## src/rtl/sc_speedtick_gen_if.sv

```systemverilog
// sc_speedtick_gen_if: control inputs and status outputs of the speed tick
// generator, bundled so the board-level glue and the game logic share one view.
`timescale 1ns/1ps
interface sc_speedtick_gen_if #(
  parameter int SPEEDTICK_DATAWIDTH  = 28,
  parameter int SPEEDTICK_LEVELWIDTH = 2,
  parameter int SPEEDTICK_TALLYWIDTH = 8
);
  logic                            SC_SPEEDTICK_clear_InHigh;
  logic                            SC_SPEEDTICK_run_InLow;
  logic                            SC_SPEEDTICK_faster_InLow;
  logic                            SC_SPEEDTICK_slower_InLow;
  logic                            SC_SPEEDTICK_tick_Out;
  logic [SPEEDTICK_LEVELWIDTH-1:0] SC_SPEEDTICK_level_OutBUS;
  logic [SPEEDTICK_DATAWIDTH-1:0]  SC_SPEEDTICK_count_OutBUS;
  logic [SPEEDTICK_TALLYWIDTH-1:0] SC_SPEEDTICK_tally_OutBUS;

  // Side that drives the buttons and run/clear controls.
  modport master (
    output SC_SPEEDTICK_clear_InHigh, SC_SPEEDTICK_run_InLow,
           SC_SPEEDTICK_faster_InLow, SC_SPEEDTICK_slower_InLow,
    input  SC_SPEEDTICK_tick_Out, SC_SPEEDTICK_level_OutBUS,
           SC_SPEEDTICK_count_OutBUS, SC_SPEEDTICK_tally_OutBUS
  );

  // The tick generator itself.
  modport slave (
    input  SC_SPEEDTICK_clear_InHigh, SC_SPEEDTICK_run_InLow,
           SC_SPEEDTICK_faster_InLow, SC_SPEEDTICK_slower_InLow,
    output SC_SPEEDTICK_tick_Out, SC_SPEEDTICK_level_OutBUS,
           SC_SPEEDTICK_count_OutBUS, SC_SPEEDTICK_tally_OutBUS
  );
endinterface

```

## src/rtl/sc_speedtick_gen.sv

```systemverilog
// sc_speedtick_gen: divides the 50 MHz clock by BASE >> level and emits a
// one-clock tick per period plus a wrapping tick tally. Two debounced
// active-low buttons step the speed level up/down with saturation.
`timescale 1ns/1ps
module sc_speedtick_gen #(
  parameter int SPEEDTICK_DATAWIDTH  = 28,
  parameter int SPEEDTICK_LEVELS     = 4,
  parameter int SPEEDTICK_LEVELWIDTH = 2,
  parameter int SPEEDTICK_BASE       = 25000000,
  parameter int SPEEDTICK_TALLYWIDTH = 8
)(
  input  logic              SC_SPEEDCOUNTER_CLOCK_50,
  input  logic              SC_SPEEDCOUNTER_RESET_InHigh,
  sc_speedtick_gen_if.slave bus
);
  localparam int DW = SPEEDTICK_DATAWIDTH;
  localparam int LW = SPEEDTICK_LEVELWIDTH;
  localparam int TW = SPEEDTICK_TALLYWIDTH;
  localparam logic [LW-1:0] LEVEL_MAX = LW'(SPEEDTICK_LEVELS - 1);
  localparam logic [DW-1:0] BASE_W    = DW'(SPEEDTICK_BASE);

  logic          faster_prev_r, slower_prev_r;
  logic          tick_r;
  logic [LW-1:0] level_r;
  logic [DW-1:0] count_r;
  logic [TW-1:0] tally_r;

  logic          faster_press_s, slower_press_s, level_chg_s, tick_nxt_s;
  logic [LW-1:0] level_nxt_s;
  logic [DW-1:0] count_nxt_s, period_m1_s;
  logic [TW-1:0] tally_nxt_s;

  // Press detection and saturating level stepping; a saturated or
  // simultaneous press produces no level change and hence no restart.
  always_comb begin
    faster_press_s = faster_prev_r & ~bus.SC_SPEEDTICK_faster_InLow;
    slower_press_s = slower_prev_r & ~bus.SC_SPEEDTICK_slower_InLow;
    level_nxt_s    = level_r;
    level_chg_s    = 1'b0;
    if (faster_press_s && !slower_press_s && (level_r != LEVEL_MAX)) begin
      level_nxt_s = level_r + LW'(1);
      level_chg_s = 1'b1;
    end else if (slower_press_s && !faster_press_s && (level_r != {LW{1'b0}})) begin
      level_nxt_s = level_r - LW'(1);
      level_chg_s = 1'b1;
    end else begin
      level_nxt_s = level_r;
      level_chg_s = 1'b0;
    end
  end

  // Divider next state: clear beats level restart beats pause beats counting.
  always_comb begin
    period_m1_s = (BASE_W >> level_r) - DW'(1);
    count_nxt_s = count_r;
    tally_nxt_s = tally_r;
    tick_nxt_s  = 1'b0;
    if (bus.SC_SPEEDTICK_clear_InHigh) begin
      count_nxt_s = {DW{1'b0}};
      tally_nxt_s = {TW{1'b0}};
      tick_nxt_s  = 1'b0;
    end else if (level_chg_s) begin
      count_nxt_s = {DW{1'b0}};
      tally_nxt_s = tally_r;
      tick_nxt_s  = 1'b0;
    end else if (bus.SC_SPEEDTICK_run_InLow) begin
      count_nxt_s = count_r;
      tally_nxt_s = tally_r;
      tick_nxt_s  = 1'b0;
    end else if (count_r == period_m1_s) begin
      count_nxt_s = {DW{1'b0}};
      tally_nxt_s = tally_r + TW'(1);
      tick_nxt_s  = 1'b1;
    end else begin
      count_nxt_s = count_r + DW'(1);
      tally_nxt_s = tally_r;
      tick_nxt_s  = 1'b0;
    end
  end

  // State registers; button history is sampled every clock unconditionally.
  always_ff @(posedge SC_SPEEDCOUNTER_CLOCK_50 or posedge SC_SPEEDCOUNTER_RESET_InHigh) begin
    if (SC_SPEEDCOUNTER_RESET_InHigh) begin
      faster_prev_r <= 1'b1;
      slower_prev_r <= 1'b1;
      tick_r        <= 1'b0;
      level_r       <= {LW{1'b0}};
      count_r       <= {DW{1'b0}};
      tally_r       <= {TW{1'b0}};
    end else begin
      faster_prev_r <= bus.SC_SPEEDTICK_faster_InLow;
      slower_prev_r <= bus.SC_SPEEDTICK_slower_InLow;
      tick_r        <= tick_nxt_s;
      level_r       <= level_nxt_s;
      count_r       <= count_nxt_s;
      tally_r       <= tally_nxt_s;
    end
  end

  assign bus.SC_SPEEDTICK_tick_Out     = tick_r;
  assign bus.SC_SPEEDTICK_level_OutBUS = level_r;
  assign bus.SC_SPEEDTICK_count_OutBUS = count_r;
  assign bus.SC_SPEEDTICK_tally_OutBUS = tally_r;
endmodule

```

## src/flat_wrapper.sv

```systemverilog
// flat-port wrapper written by rule: the top's interface ports become plain ports
module sc_speedtick_gen_flat 
#(
  parameter int SPEEDTICK_DATAWIDTH  = 28,
  parameter int SPEEDTICK_LEVELS     = 4,
  parameter int SPEEDTICK_LEVELWIDTH = 2,
  parameter int SPEEDTICK_BASE       = 25000000,
  parameter int SPEEDTICK_TALLYWIDTH = 8
)
  (SC_SPEEDCOUNTER_CLOCK_50, SC_SPEEDCOUNTER_RESET_InHigh, bus_SC_SPEEDTICK_clear_InHigh, bus_SC_SPEEDTICK_run_InLow, bus_SC_SPEEDTICK_faster_InLow, bus_SC_SPEEDTICK_slower_InLow, bus_SC_SPEEDTICK_tick_Out, bus_SC_SPEEDTICK_level_OutBUS, bus_SC_SPEEDTICK_count_OutBUS, bus_SC_SPEEDTICK_tally_OutBUS);
  sc_speedtick_gen_if #(.SPEEDTICK_DATAWIDTH(SPEEDTICK_DATAWIDTH), .SPEEDTICK_LEVELWIDTH(SPEEDTICK_LEVELWIDTH), .SPEEDTICK_TALLYWIDTH(SPEEDTICK_TALLYWIDTH)) bus_i ();
  input  logic SC_SPEEDCOUNTER_CLOCK_50;
  input  logic SC_SPEEDCOUNTER_RESET_InHigh;
  input wire logic [$bits(bus_i.SC_SPEEDTICK_clear_InHigh)-1:0] bus_SC_SPEEDTICK_clear_InHigh;
  input wire logic [$bits(bus_i.SC_SPEEDTICK_run_InLow)-1:0] bus_SC_SPEEDTICK_run_InLow;
  input wire logic [$bits(bus_i.SC_SPEEDTICK_faster_InLow)-1:0] bus_SC_SPEEDTICK_faster_InLow;
  input wire logic [$bits(bus_i.SC_SPEEDTICK_slower_InLow)-1:0] bus_SC_SPEEDTICK_slower_InLow;
  output wire logic [$bits(bus_i.SC_SPEEDTICK_tick_Out)-1:0] bus_SC_SPEEDTICK_tick_Out;
  output wire logic [$bits(bus_i.SC_SPEEDTICK_level_OutBUS)-1:0] bus_SC_SPEEDTICK_level_OutBUS;
  output wire logic [$bits(bus_i.SC_SPEEDTICK_count_OutBUS)-1:0] bus_SC_SPEEDTICK_count_OutBUS;
  output wire logic [$bits(bus_i.SC_SPEEDTICK_tally_OutBUS)-1:0] bus_SC_SPEEDTICK_tally_OutBUS;
  assign bus_i.SC_SPEEDTICK_clear_InHigh = bus_SC_SPEEDTICK_clear_InHigh;
  assign bus_i.SC_SPEEDTICK_run_InLow = bus_SC_SPEEDTICK_run_InLow;
  assign bus_i.SC_SPEEDTICK_faster_InLow = bus_SC_SPEEDTICK_faster_InLow;
  assign bus_i.SC_SPEEDTICK_slower_InLow = bus_SC_SPEEDTICK_slower_InLow;
  assign bus_SC_SPEEDTICK_tick_Out = bus_i.SC_SPEEDTICK_tick_Out;
  assign bus_SC_SPEEDTICK_level_OutBUS = bus_i.SC_SPEEDTICK_level_OutBUS;
  assign bus_SC_SPEEDTICK_count_OutBUS = bus_i.SC_SPEEDTICK_count_OutBUS;
  assign bus_SC_SPEEDTICK_tally_OutBUS = bus_i.SC_SPEEDTICK_tally_OutBUS;
  sc_speedtick_gen #(.SPEEDTICK_DATAWIDTH(SPEEDTICK_DATAWIDTH), .SPEEDTICK_LEVELS(SPEEDTICK_LEVELS), .SPEEDTICK_LEVELWIDTH(SPEEDTICK_LEVELWIDTH), .SPEEDTICK_BASE(SPEEDTICK_BASE), .SPEEDTICK_TALLYWIDTH(SPEEDTICK_TALLYWIDTH)) u_core (.SC_SPEEDCOUNTER_CLOCK_50(SC_SPEEDCOUNTER_CLOCK_50), .SC_SPEEDCOUNTER_RESET_InHigh(SC_SPEEDCOUNTER_RESET_InHigh), .bus(bus_i));
endmodule
```

## config.mk

```make
export PLATFORM = sky130hd
export DESIGN_NAME = sc_speedtick_gen_flat
export DESIGN_NICKNAME = d
export VERILOG_FILES = /design/src/rtl/sc_speedtick_gen_if.sv /design/src/rtl/sc_speedtick_gen.sv /design/src/flat_wrapper.sv
export SDC_FILE = /design/constraint.sdc
export NUM_CORES = 1
export LEC_CHECK = 0
export CAP_MARGIN = 5
export CORE_MARGIN = 5
export CORE_UTILIZATION = 52
export CTS_CLUSTER_SIZE = 25
export DETAILED_ROUTE_END_ITERATION = 10
export PLACE_DENSITY_LB_ADDON = 0.12
export SKIP_LAST_GASP = 1
export SLEW_MARGIN = 20
export SYNTH_ARGS = -nofsm -noshare
export SYNTH_HDL_FRONTEND = slang
export SYNTH_SLANG_ARGS = --single-unit
```

## constraint.sdc

```tcl
create_clock -name SC_SPEEDCOUNTER_CLOCK_50 -period 2.75 [get_ports SC_SPEEDCOUNTER_CLOCK_50]
set_input_delay 0.55 -clock SC_SPEEDCOUNTER_CLOCK_50 [delete_from_list [all_inputs] [get_ports SC_SPEEDCOUNTER_CLOCK_50]]
set_output_delay 0.55 -clock SC_SPEEDCOUNTER_CLOCK_50 [all_outputs]
set_load 0.03 [all_outputs]
```

==> out/results.ini, run 1 <==
[outcome]
status=completed

[detailed_routing]
drc=0
wl_met3_um=236
wl_met2_mm=2.51
post_drt_wl_per_cell_um=14.7
dr_total_vias=2085
drt-vias-per-instance=5.53
ant_nets=0
drt-initial-drc-count=81
dr.pass1.iters=4
dr.max_layer_used=met4
met1Wirelength_mm=2.70
wirelength_mm=5.53

[worst_hold_path]
worstHoldStart=u_core.bus.SC_SPEEDTICK_tally_OutBUS[7]
holdCritPathClass=reg2reg
holdPathStages=2
holdPathEnd=u_core.bus.SC_SPEEDTICK_tally_OutBUS[7]

[floorplanning]
start_util=0.529
boundaryPins=45
core_um2=4660
dieArea_um2=6220
fp.dieH_um=78.9
chipWidth_um=78.9
fp-row-count=25

[sta]
min_period_ns=2.51
hold_violations=0
timing.fmax_mhz=398
timing.final.crit_share=0.913
setup_tns_ns=0
worstMarginPinSlew_ns=0.513
setup_violations=0
skew_ns=0.00687
drv_slew=0
grt_setup_unrepaired=false
relSlewSlack=0.658

[logic_synthesis]
yosys.area.top_type_share=0.396
synth_nets=282
yosys.area.top_type=dfrtp_1
synth_flop_cell=dfrtp_1
netlist_top_cells_area=dfrtp_1 40%, xnor2_1 9.2%, nor2_1 6.2%, nor3_1 3.5%, nand3_1 3.0%
syn_area_um2=2460
postSynth.asyncResetShare=1.00
synthCells=273
ys_seq_elements=41
synth.yosys.warnings=0
synth_seq_area_share=0.417
synth-edff-count=0
synth.distinct_cells=48
syn_avg_cell_area_um2=9.03

[critical_path]
crit_path_max_fanout=7
reg2reg_from=u_core.bus.SC_SPEEDTICK_level_OutBUS[0]
arrival_ns=2.73
reg2reg_depth=8
cp.required_ns=2.97
startpoint_type=flop
end_kind=flop
r2r_slack_ns=0.24
timing.rr.end=u_core.bus.SC_SPEEDTICK_tally_OutBUS[4]
critical_path_class=reg2reg

[cts]
clockBufferDepth=2
cts_made_buffers=5
postCtsResizedCells=0
clkSlewWorstSetupHoldPaths_ns=0.08
cts.htree.levels=2
clk_latency_ns=0.30
cts_root_buf=clkbuf_8
clock-sinks=41
cts_tree=built
cts_hold_buf=0

[global_routing]
grt_max_degree=42
antenna_found_initial=0
grt_pass1_vias=1971
grt_pass1_wl_mm=9.57
grtUsageTotal=0.196
overflow=0

[finish]
final_cell_mix=44 x clkdlybuf4s50_1, 41 x nor2_1, 39 x dfrtp_1
multiInputGateArea_um2=1320
nets=331
area_growth_pct=26.1
drive_gt1_frac=0.105
finalInstanceArea_um2=3110
stdcell_count=377
n_antenna_cell=0
register_area_um2=1030
filler_cell_count=428
final_common_cell=clkdlybuf4s50_1

[pwr]
ir_drop_mv=0.371
p_sw_mw=0.478
powerDensity_nw_per_um2=485
intPower_mw=1.03
p_sw_frac=0.317
power.clock.fraction=0.290
power_leakage_nw=1.21
p_seq_frac=0.436
p_comb_frac=0.273

[place]
dpl.hpwl_mm=4.01
dp_cells=368
placed_cell_area_um2=3000
gp_congestion=0.822
port_buffers=44

[flow_run]
drv_cap=0

## routing by layer
layer | track usage | vias to the layer above
met4 | 0.0756 | 0
met5 | 0 | -
li1 | - | 1043
met1 | 0.280 | 987
met3 | 0.0454 | 9
met2 | 0.288 | 46
## sequential cells by signal (all words and copies together), names as in the netlist
register,flops
u_core.bus.SC_SPEEDTICK_count_OutBUS,28
u_core.bus.SC_SPEEDTICK_tally_OutBUS,8
u_core.bus.SC_SPEEDTICK_level_OutBUS,2
u_core.bus.SC_SPEEDTICK_tick_Out,1
u_core.faster_prev_r,1
u_core.slower_prev_r,1
## final cells by class
class	count	share of cell area
Sequential cell	41	0.331
Tap cell	54	0.0217
Multi-Input combinational cell	207	0.424
Timing Repair Buffer	55	0.176
Inverter	12	0.0145
Clock buffer	7	0.0310
Clock inverter	1	0.00161
## worst max-delay path, stage by stage, from the launching register on
cell,delay [ns]
dfrtp_1,0.46
nand2b_1,0.21
ha_1,0.32
xnor2_1,0.14
a2111oi_2,0.49
nand4_1,0.15
buf_4,0.18
or3_1,0.34
a21oi_1,0.15
## kinds of logic after synthesis
| logic type | share of synthesized area |
|---|---|
| simple gates | 0.310 |
| fa+ha+maj | 0.0152 |
| compound gates | 0.0914 |
| buf+inv | 0.0482 |
| xor+xnor | 0.114 |
| flops | 0.417 |
| mux | 0.00406 |
## through the flow
stage          hold slack [ns]  setup WS [ns]   util  power (mW)
3_5_place_dp             0.558          0.104  0.643        1.08
2_1_floorplan            0.554         0.0218      -       0.959
6_report                 0.568          0.238  0.667        1.51
5_1_grt                  0.610         0.0183  0.667        1.59
4_1_cts                  0.568          0.171  0.665        1.52
3_3_place_gp             0.543          0.188  0.643        1.07
## timing repair
action	in CTS	in global routing
buffers inserted	0	1
endpoints found under the setup margin	0	4
endpoints found under the hold margin	0	0
## cell usage after synthesis, types with 2 or more instances
cell type  number
and4_1          2
o21a_1          2
nor2b_1         3
xnor2_1        26
and3_1          3
inv_1          12
buf_2           8
nor2_1         41
dfrtp_1        39
or2_2           3
nand3_1        15
ha_1            3
a31o_2          2
buf_6           2
nand2_1        16
or3_1           5
o21ai_0         8
xor2_1          6
nor4bb_1        5
clkbuf_1        3
nand2b_1        6
dfstp_2         2
nand4_1         7
nor4_4          2
nor3b_1         3
a21oi_1        10
o2111ai_1       2
nor3_1         17
## power by group through the flow
stage	combinational, mW	sequential, mW	clock, mW
5_1_grt	0.447	0.662	0.479
4_1_cts	0.414	0.657	0.444
3_3_place_gp	0.403	0.670	0
3_5_place_dp	0.412	0.668	0
6_report	0.412	0.658	0.438
2_1_floorplan	0.278	0.681	0
## how the worst max path moves through the flow
stage                                                 start  slack, ns  cells past startpoint                                        to
floorplan           u_core.bus.SC_SPEEDTICK_level_OutBUS[0]       0.02                     10  u_core.bus.SC_SPEEDTICK_count_OutBUS[13]
global placement              bus_SC_SPEEDTICK_slower_InLow       0.19                      7   u_core.bus.SC_SPEEDTICK_tally_OutBUS[4]
detailed placement            bus_SC_SPEEDTICK_slower_InLow       0.10                      8  u_core.bus.SC_SPEEDTICK_count_OutBUS[16]
CTS                 u_core.bus.SC_SPEEDTICK_level_OutBUS[0]       0.17                      7   u_core.bus.SC_SPEEDTICK_tally_OutBUS[4]
global route        u_core.bus.SC_SPEEDTICK_level_OutBUS[1]       0.02                      7   u_core.bus.SC_SPEEDTICK_tally_OutBUS[7]
finish              u_core.bus.SC_SPEEDTICK_level_OutBUS[0]       0.24                      8   u_core.bus.SC_SPEEDTICK_tally_OutBUS[4]
Power figures use the tool's default switching activity.
==> run 2, diff against run 1 <==
--- a/config.mk
+++ b/config.mk
@@ -11,6 +11,7 @@
 export CTS_CLUSTER_SIZE = 25
 export DETAILED_ROUTE_END_ITERATION = 10
 export PLACE_DENSITY_LB_ADDON = 0.12
+export SETUP_SLACK_MARGIN = 0.5
 export SKIP_LAST_GASP = 1
 export SLEW_MARGIN = 20
 export SYNTH_ARGS = -nofsm -noshare
==> run 2 against run 1 <==
Effect of this change: sequential cell count is the same; final cell count grew 5.3%; sequential power grew 0.8%; highest routed layer unchanged; utilization grew 7.9 points; clock skew grew 0.0029 ns; wire length grew 22%; critical endpoint is now u_core.bus.SC_SPEEDTICK_tally_OutBUS[2]; critical path depth grew 1; via count grew 12%; largest power group is now combinational cells; largest cell class unchanged.
==> out/results.ini, run 2 (synthesis results as in run 1) <==
[place]
place_ws_ns=0.0753
dpl.hpwl_mm=4.07
gp_congestion=0.824
port_buffers=44

[cts]
cts_root_buf=clkbuf_8
clkSlewWorstSetupHoldPaths_ns=0.08
cts_tree=built
clock-sinks=41
cts.htree.levels=2
clk_latency_ns=0.30
clockBufferDepth=2
cts_made_buffers=5

[sta]
layout_setup_ws_ns=0.364
min_period_ns=2.39
setup_tns_ns=0
hold_violations=0
skew_ns=0.00972
worstMarginPinSlew_ns=0.526
hold_ws_ns=0.572
drv_slew=0
timing.fmax_mhz=419
setup_violations=0
relSlewSlack=0.649
grt_setup_unrepaired=true
timing.final.crit_share=0.868

[critical_path]
reg2reg_from=u_core.bus.SC_SPEEDTICK_level_OutBUS[0]
cp.required_ns=2.99
crit_path_max_fanout=6
slowest_stage=dfrtp_4
timing.rr.end=u_core.bus.SC_SPEEDTICK_tally_OutBUS[2]
arrival_ns=2.62
crit_path_max_incr_delay_ns=0.51
reg2reg_depth=9
critical_path_class=reg2reg
end_kind=flop
startpoint_type=flop
crit_chain=buf_12, nand2b_4, buf_4, o32ai_2, o2111a_1, nand4_1, buf_6, or3_4, a21oi_2
r2r_slack_ns=0.36

[floorplanning]
start_util=0.529
fp.dieH_um=78.9
dieArea_um2=6220
chipWidth_um=78.9
boundaryPins=45
fp-row-count=25
core_um2=4660

[global_routing]
overflow=0
grt_max_degree=42
grt_pass1_wl_mm=10.6
grt_pass1_vias=2213
antenna_found_initial=0
grtUsageTotal=0.219

[worst_hold_path]
worstHoldStart=u_core.bus.SC_SPEEDTICK_tally_OutBUS[7]
holdCritPathClass=reg2reg
holdPathStages=2
holdPathEnd=u_core.bus.SC_SPEEDTICK_tally_OutBUS[7]

[pwr]
ir_drop_mv=0.266
powerDensity_nw_per_um2=520
power_leakage_nw=1.36

[detailed_routing]
dr_total_vias=2336
drc=0
drt-initial-drc-count=174
drt-vias-per-instance=5.88
dr.pass1.iters=4
wirelength_mm=6.72
ant_nets=0
post_drt_wl_per_cell_um=16.9

[finish]
n_antenna_cell=0
nets=351
final_common_cell=clkdlybuf4s50_1
final_cell_mix=43 x clkdlybuf4s50_1, 39 x nor2_1, 33 x dfrtp_1
drive_gt1_frac=0.245
area_growth_pct=41.0
largest_reg_flops=28

[outcome]
status=completed

[flow_run]
drv_cap=0

[run 2: cell count changes in the layout (fill, tap and decap cells not counted), sizes merged]
cell / before / now
dlymetal6s2s: 0 / 1
buf: 11 / 30
clkdlybuf4s50: 44 / 43
o21ai: 9 / 10
[run 2: through the flow]
step,instances,util,area (µm²),total power [mW]
after CTS,394,0.720,3360,1.72
after global routing,397,0.746,3480,1.88
final,397,0.746,3480,1.81
after floorplan,273,-,2570,1.06
after detailed placement,369,0.656,3060,1.11
after global placement,369,0.656,3060,1.10
[run 2: what timing repair did]
| item | 4_1_cts | 5_1_grt |
|---|---|---|
| endpoints found under the hold margin | 0 | 0 |
| pin swaps | 10 | 12 |
| setup endpoints to repair | 33 | 34 |
| setup buffers | 16 | 3 |
| cloned | 1 | 0 |
| gates resized for setup | 12 | 22 |
| hold buffers | 0 | 0 |
[run 2: power by group]
part | total (mW) | switching [mW] | internal, mW
clock | 0.439 | 0.212 | 0.227
sequential | 0.663 | 0.0339 | 0.630
combinational | 0.706 | 0.362 | 0.344
total | 1.81 | 0.608 | 1.20
[run 2: worst max-delay path by stage]
stage / startpoint / endpoint / slack [ns] / cells past startpoint
CTS: u_core.bus.SC_SPEEDTICK_level_OutBUS[0] / u_core.bus.SC_SPEEDTICK_tally_OutBUS[2] / 0.44 / 8
detailed placement: bus_SC_SPEEDTICK_slower_InLow / u_core.bus.SC_SPEEDTICK_tally_OutBUS[2] / 0.08 / 7
global route: u_core.bus.SC_SPEEDTICK_level_OutBUS[0] / u_core.bus.SC_SPEEDTICK_tally_OutBUS[2] / 0.30 / 9
global placement: bus_SC_SPEEDTICK_slower_InLow / u_core.bus.SC_SPEEDTICK_tally_OutBUS[2] / 0.18 / 7
finish: u_core.bus.SC_SPEEDTICK_level_OutBUS[0] / u_core.bus.SC_SPEEDTICK_tally_OutBUS[2] / 0.36 / 9
floorplan: u_core.bus.SC_SPEEDTICK_count_OutBUS[7] / u_core.bus.SC_SPEEDTICK_count_OutBUS[24] / 0.53 / 8
[run 2: cell type report]
class | count | area [µm²]
Multi-Input combinational cell | 208 | 1510
Fill cell | 332 | 1180
Sequential cell | 41 | 1040
Timing Repair Buffer | 74 | 716
Clock buffer | 7 | 96.3
Tap cell | 54 | 67.6
Inverter | 12 | 45.0
Clock inverter | 1 | 5.00
[run 2: worst max-delay path: cells and delay by family (launching register included)]
kind,cells,cell delay [ns]
simple gates,3,0.66
buf+inv,3,0.46
compound gates,3,0.70
flops,1,0.51
[run 2: metal layers]
metal | vias to the layer above | global-route usage | part of all wire
met1 | 1136 | 0.282 | 0.42
li1 | 1085 | - | -
met4 | 0 | 0.0928 | 0.021
met3 | 16 | 0.0454 | 0.063
met5 | - | 0 | 0
met2 | 99 | 0.359 | 0.50
==> RTL edit 1: new RTL, settings of run 1 <==
`SPEEDTICK_TALLYWIDTH` is set to 8 in 3 places; all go to 7.
--- a/src/rtl/sc_speedtick_gen_if.sv
+++ b/src/rtl/sc_speedtick_gen_if.sv
@@ -4,7 +4,7 @@
 interface sc_speedtick_gen_if #(
   parameter int SPEEDTICK_DATAWIDTH  = 28,
   parameter int SPEEDTICK_LEVELWIDTH = 2,
-  parameter int SPEEDTICK_TALLYWIDTH = 8
+  parameter int SPEEDTICK_TALLYWIDTH = 7
 );
   logic                            SC_SPEEDTICK_clear_InHigh;
   logic                            SC_SPEEDTICK_run_InLow;
--- a/src/rtl/sc_speedtick_gen.sv
+++ b/src/rtl/sc_speedtick_gen.sv
@@ -7,7 +7,7 @@
   parameter int SPEEDTICK_LEVELS     = 4,
   parameter int SPEEDTICK_LEVELWIDTH = 2,
   parameter int SPEEDTICK_BASE       = 25000000,
-  parameter int SPEEDTICK_TALLYWIDTH = 8
+  parameter int SPEEDTICK_TALLYWIDTH = 7
 )(
   input  logic              SC_SPEEDCOUNTER_CLOCK_50,
   input  logic              SC_SPEEDCOUNTER_RESET_InHigh,
--- a/src/flat_wrapper.sv
+++ b/src/flat_wrapper.sv
@@ -5,7 +5,7 @@
   parameter int SPEEDTICK_LEVELS     = 4,
   parameter int SPEEDTICK_LEVELWIDTH = 2,
   parameter int SPEEDTICK_BASE       = 25000000,
-  parameter int SPEEDTICK_TALLYWIDTH = 8
+  parameter int SPEEDTICK_TALLYWIDTH = 7
 )
   (SC_SPEEDCOUNTER_CLOCK_50, SC_SPEEDCOUNTER_RESET_InHigh, bus_SC_SPEEDTICK_clear_InHigh, bus_SC_SPEEDTICK_run_InLow, bus_SC_SPEEDTICK_faster_InLow, bus_SC_SPEEDTICK_slower_InLow, bus_SC_SPEEDTICK_tick_Out, bus_SC_SPEEDTICK_level_OutBUS, bus_SC_SPEEDTICK_count_OutBUS, bus_SC_SPEEDTICK_tally_OutBUS);
   sc_speedtick_gen_if #(.SPEEDTICK_DATAWIDTH(SPEEDTICK_DATAWIDTH), .SPEEDTICK_LEVELWIDTH(SPEEDTICK_LEVELWIDTH), .SPEEDTICK_TALLYWIDTH(SPEEDTICK_TALLYWIDTH)) bus_i ();
Interface: changed (resized bus_SC_SPEEDTICK_tally_OutBUS); port bits go from 45 to 44. The function was not compared with the original's and may differ.
==> RTL edit 1 against run 1 <==
Area after synthesis fell by 6.1%; cell count is 0.80% lower; combinational power fell by 2%; final area fell by 1.3%; wire length up 5.1%; sequential cell count decreased by 1; power down 5.0%; setup slack worse by 0.10 ns; critical path type unchanged; critical endpoint is now u_core.bus.SC_SPEEDTICK_tally_OutBUS[5]$_DFFE_PP0P_; largest cell class unchanged.
==> RTL edit 1: results (changes against run 1) <==
[critical_path]
slowest_stage = or4b_4  ; was a2111oi_2
r2r_slack_ns = 0.14  ; was 0.24 ns
crit_path_max_incr_delay_ns = 0.62  ; was 0.49 ns
r2r_end = u_core.bus.SC_SPEEDTICK_tally_OutBUS[5]$_DFFE_PP0P_  ; was u_core.bus.SC_SPEEDTICK_tally_OutBUS[4]$_DFFE_PP0P_
r2r-start = u_core.bus.SC_SPEEDTICK_level_OutBUS[0]$_DFFE_PP0N_  ; was u_core.bus.SC_SPEEDTICK_level_OutBUS[0]$_DFFE_PP0P_

[global_routing]
met3_usage = 0.0398  ; was 0.0454
grt_use_met1 = 0.294  ; was 0.280
grt_pass1_wl_um = 10200  ; was 9570 um
grt_pass1_vias = 2100  ; was 1971
track_usage = 0.210  ; was 0.196

[hold_path]
worstHoldStart = u_core.bus.SC_SPEEDTICK_tally_OutBUS[6]$_DFFE_PP0P_  ; was u_core.bus.SC_SPEEDTICK_tally_OutBUS[7]$_DFFE_PP0P_
min_to = u_core.bus.SC_SPEEDTICK_tally_OutBUS[6]$_DFFE_PP0P_  ; was u_core.bus.SC_SPEEDTICK_tally_OutBUS[7]$_DFFE_PP0P_

[timing]
fin_hold_ws_ns = 0.574  ; was 0.568 ns
relSlewSlack = 0.659  ; was 0.658
skew_ns = 0.00507  ; was 0.00687 ns

[placed_design]
place_inst = 362  ; was 368
hpwlAfterDp_um = 4210  ; was 4010 um
dpl_worst_slack_ns = 0.00729  ; was 0.104 ns
place_area_mm2 = 0.00293  ; was 0.00300 mm2
numPortBuffers = 43  ; was 44
gp_congestion = 0.900  ; was 0.822

[synth]
synth_mux_area_frac = 0.0135  ; was 0.00406
netlist_instances = 257  ; was 273
synth_compound_area_frac = 0.0811  ; was 0.0914
ys_top_cells_by_area = dfrtp_1, xnor2_1, nor2_1  ; unchanged
synthTopCellsByCount = dfrtp_1, nor2_1, xnor2_1  ; was nor2_1, dfrtp_1, xnor2_1
ys_seq_area_frac = 0.434  ; was 0.417
syn_nets = 266  ; was 282
synth-xor-area-share = 0.117  ; was 0.114
synth_fa_ha_area_frac = 0.0162  ; was 0.0152
synthDistinctLibCells = 43  ; was 48

[clock_tree]
clkLatencyLatePin_ns = 0.29
clockBufferDepth = 2  ; unchanged

[detailed_routing]
avgRoutedWirePerCell_um = 15.5  ; was 14.7 um
wl_met2_um = 2730  ; was 2510 um
drt-vias-per-instance = 5.62  ; was 5.53
wl_met1_um = 2750  ; was 2700 um

[layout]
largest_reg_flops = 28  ; unchanged
drive_gt1_frac = 0.137  ; was 0.105
nets = 330  ; was 331
fin_cells = 374  ; was 377

[pwr]
finalPower_w = 0.00143  ; was 0.00151 W
leakage_nw = 1.15  ; was 1.21 nW
peakVddDrop_v = 0.000247  ; was 0.000371 V
p_int_w = 0.000998  ; was 0.00103 W
clockPowerShare = 0.280  ; was 0.290
powerSeq_w = 0.000627  ; was 0.000658 W

[status]
outcome = complete, no violations  ; unchanged

## RTL edit 1: cell types whose count changed in the layout (fill, tap and decap cells not counted), sizes merged, moves of 5 or more
cell	change
buf	+12
nand3	-7
nor2	-6
nor2b	+7
nor3	-5
nor4	+5
## RTL edit 1: area by class of cell
type	instances	area [um2]
inverters	12	45.0
repair buffers	67	608
fillers	371	1260
well taps	52	65.1
flip-flops and latches	40	1010
clock buffers	8	90.1
multi-input cells	195	1250
## RTL edit 1: worst max-delay path by stage
| stage | startpoint | endpoint | slack (ns) |
|---|---|---|---|
| after floorplan | u_core.bus.SC_SPEEDTICK_level_OutBUS[0]$_DFFE_PP0N_ | u_core.bus.SC_SPEEDTICK_tally_OutBUS[2]$_DFFE_PP0P_ | 0.02 |
| after global placement | u_core.bus.SC_SPEEDTICK_level_OutBUS[1]$_DFFE_PP0N_ | u_core.bus.SC_SPEEDTICK_tally_OutBUS[5]$_DFFE_PP0P_ | 0.08 |
| after detailed placement | u_core.bus.SC_SPEEDTICK_level_OutBUS[1]$_DFFE_PP0N_ | u_core.bus.SC_SPEEDTICK_tally_OutBUS[5]$_DFFE_PP0P_ | 0.007 |
| after CTS | u_core.bus.SC_SPEEDTICK_level_OutBUS[1]$_DFFE_PP0N_ | u_core.bus.SC_SPEEDTICK_tally_OutBUS[5]$_DFFE_PP0P_ | 0.04 |
| after global routing | u_core.bus.SC_SPEEDTICK_level_OutBUS[0]$_DFFE_PP0N_ | u_core.bus.SC_SPEEDTICK_tally_OutBUS[5]$_DFFE_PP0P_ | -0.008 |
| final | u_core.bus.SC_SPEEDTICK_level_OutBUS[0]$_DFFE_PP0N_ | u_core.bus.SC_SPEEDTICK_tally_OutBUS[5]$_DFFE_PP0P_ | 0.14 |
==> RTL edit 2: new RTL, flow settings as in run 1 <==
Without the edit above. Make the reset (`SC_SPEEDCOUNTER_RESET_InHigh`) synchronous in one clocked block.
--- a/src/rtl/sc_speedtick_gen.sv
+++ b/src/rtl/sc_speedtick_gen.sv
@@ -79,7 +79,7 @@
   end
 
   // State registers; button history is sampled every clock unconditionally.
-  always_ff @(posedge SC_SPEEDCOUNTER_CLOCK_50 or posedge SC_SPEEDCOUNTER_RESET_InHigh) begin
+  always_ff @(posedge SC_SPEEDCOUNTER_CLOCK_50) begin
     if (SC_SPEEDCOUNTER_RESET_InHigh) begin
       faster_prev_r <= 1'b1;
       slower_prev_r <= 1'b1;
Behaviour: differs if SC_SPEEDCOUNTER_RESET_InHigh is asserted again (counterexample within 4 cycles, from zero or initial values and one cycle with SC_SPEEDCOUNTER_RESET_InHigh high); with SC_SPEEDCOUNTER_RESET_InHigh held inactive, the same outputs for 10 cycles.
==> RTL edit 2 against run 1 <==
Setup slack worse by 0.0067 ns; critical endpoint is now u_core.bus.SC_SPEEDTICK_tally_OutBUS[5]$_SDFFE_PP0P_; final area down 10%; clock skew down 0.0021 ns; cell count down 2.9%; critical path type unchanged; sequential cell count unchanged; area after synthesis down 11%; wire length down 4.0%; first-iteration DRC count up 33%.
Power is not compared: it rests on default switching activity, and its combinational part moved more than twofold at a synthesized area within 25%.
==> RTL edit 2: results (changes against run 1) <==
[status]
outcome = complete, no violations  ; unchanged

[critical_path]
crit_path_max_incr_delay_ns = 0.43  ; was 0.49 ns
worstPathArrival_ns = 2.74  ; was 2.73 ns
crit_family = compound AO/OA/AOI/OAI gates  ; was simple AND/OR/NAND/NOR gates
crit_fanout = 10  ; was 7
slowest_stage = dfxtp_1  ; was a2111oi_2

[global_routing]
grt_pass1_wl_um = 8960  ; was 9570 um
grt_use_met1 = 0.273  ; was 0.280
met3_usage = 0.0494  ; was 0.0454
gr-usage-met2 = 0.342  ; was 0.288
grt_start_max_net_pins = 28  ; was 42
track_usage = 0.208  ; was 0.196
antenna_found_initial = 0  ; unchanged
grt_pass1_vias = 1914  ; was 1971

[placed_design]
dpl_worst_slack_ns = 0.164  ; was 0.104 ns
hpwlAfterDp_um = 3910  ; was 4010 um
place_area_mm2 = 0.00271  ; was 0.00300 mm2
gp_congestion = 0.789  ; was 0.822
numPortBuffers = 44  ; unchanged
place_inst = 360  ; was 368

[layout]
drive_gt1_frac = 0.0791  ; was 0.105
nets = 326  ; was 331
fin_cells = 366  ; was 377
antenna_cells = 0  ; unchanged
largest_reg_flops = 28  ; unchanged

[synth]
syn_nets = 275  ; was 282
ys_top_cells_by_area = dfxtp_1, nor2_1, xnor2_1  ; was dfrtp_1, xnor2_1, nor2_1
synthTopCellsByCount = nor2_1, dfxtp_1, nand2_1  ; was nor2_1, dfrtp_1, xnor2_1
yosys_most_used_dff = dfxtp_1  ; was dfrtp_1
synth_area_per_cell_um2 = 8.26  ; was 9.03 um2
synth_fa_ha_area_frac = 0.0216  ; was 0.0152
ys_seq_area_frac = 0.373  ; was 0.417
ys_warn_count = 0  ; unchanged
synth_compound_area_frac = 0.0956  ; was 0.0914
synthDistinctLibCells = 42  ; was 48
synth-xor-area-share = 0.124  ; was 0.114
synth_mux_area_frac = 0.00911  ; was 0.00406
synthArstFlopShare = 0  ; was 1.00

[clock_tree]
cts_inserted_buffers = 5  ; unchanged
clockBufferDepth = 2  ; unchanged
ctsResizeCount = 0  ; unchanged
root_buffer = clkbuf_8  ; unchanged
clkLatencyLatePin_ns = 0.29
path_clk_slew_ns = 0.07
htreeDepth = 2  ; unchanged

[detailed_routing]
wl_met2_um = 2460  ; was 2510 um
drt-vias-per-instance = 5.56  ; was 5.53
met3RoutedLength_um = 255  ; was 236 um
top_layer_used = met4  ; unchanged
drt_pass1_iterations = 4  ; unchanged
drt-initial-drc-count = 108  ; was 81
wl_met1_um = 2540  ; was 2700 um
avgRoutedWirePerCell_um = 14.5  ; was 14.7 um

[pwr]
p_int_w = 0.000791
p_sw_w = 0.000236
peakVddDrop_v = 0.000218
leakage_nw = 0.911

[timing]
skew_ns = 0.00479  ; was 0.00687 ns
worst_pin_slew_ns = 0.411  ; was 0.513 ns

[RTL edit 2: changes by cell type after synthesis, moves of 4 or more]
cell     change
buf_2        -5
dfrtp_1     -39
dfxtp_1     +41
inv_1        -5
nand4_1      +4
nor2_1       +4
nor2b_1      +4
nor3_1       -9
o21ai_0      -4
o21ai_1      +5
xnor2_1     -10
xor2_1       +9
[RTL edit 2: final cells by class]
type,count,area (um2)
Clock buffer,5,68.8
Clock inverter,1,5.00
Fill cell,329,1270
Inverter,7,26.3
Multi-Input combinational cell,208,1290
Sequential cell,41,822
Tap cell,50,62.6
Timing Repair Buffer,54,515
[RTL edit 2: path summary, 6_finish.rpt]
path | startpoint | endpoint | slack (ns) | depth (start not counted)
worst max-delay path | u_core.bus.SC_SPEEDTICK_level_OutBUS[0]$_SDFFE_PP0P_ | u_core.bus.SC_SPEEDTICK_tally_OutBUS[5]$_SDFFE_PP0P_ | 0.23 | 8
worst min-delay path | u_core.bus.SC_SPEEDTICK_tally_OutBUS[7]$_SDFFE_PP0P_ | u_core.bus.SC_SPEEDTICK_tally_OutBUS[7]$_SDFFE_PP0P_ | 0.50 | 2
worst max register to register | u_core.bus.SC_SPEEDTICK_level_OutBUS[0]$_SDFFE_PP0P_ | u_core.bus.SC_SPEEDTICK_tally_OutBUS[5]$_SDFFE_PP0P_ | 0.23 | 8
worst min register to register | u_core.bus.SC_SPEEDTICK_tally_OutBUS[7]$_SDFFE_PP0P_ | u_core.bus.SC_SPEEDTICK_tally_OutBUS[7]$_SDFFE_PP0P_ | 0.50 | 2
[RTL edit 2: cells by family after synthesis]
kind of cell             count (synthesis)
AND/OR/NAND/NOR                        141
XOR/XNOR                                31
multiplexers                             2
buffers and inverters                   17
AO/OA/AOI/OAI                           30
flip-flops                              41
adder cells (fa/ha/maj)                  4
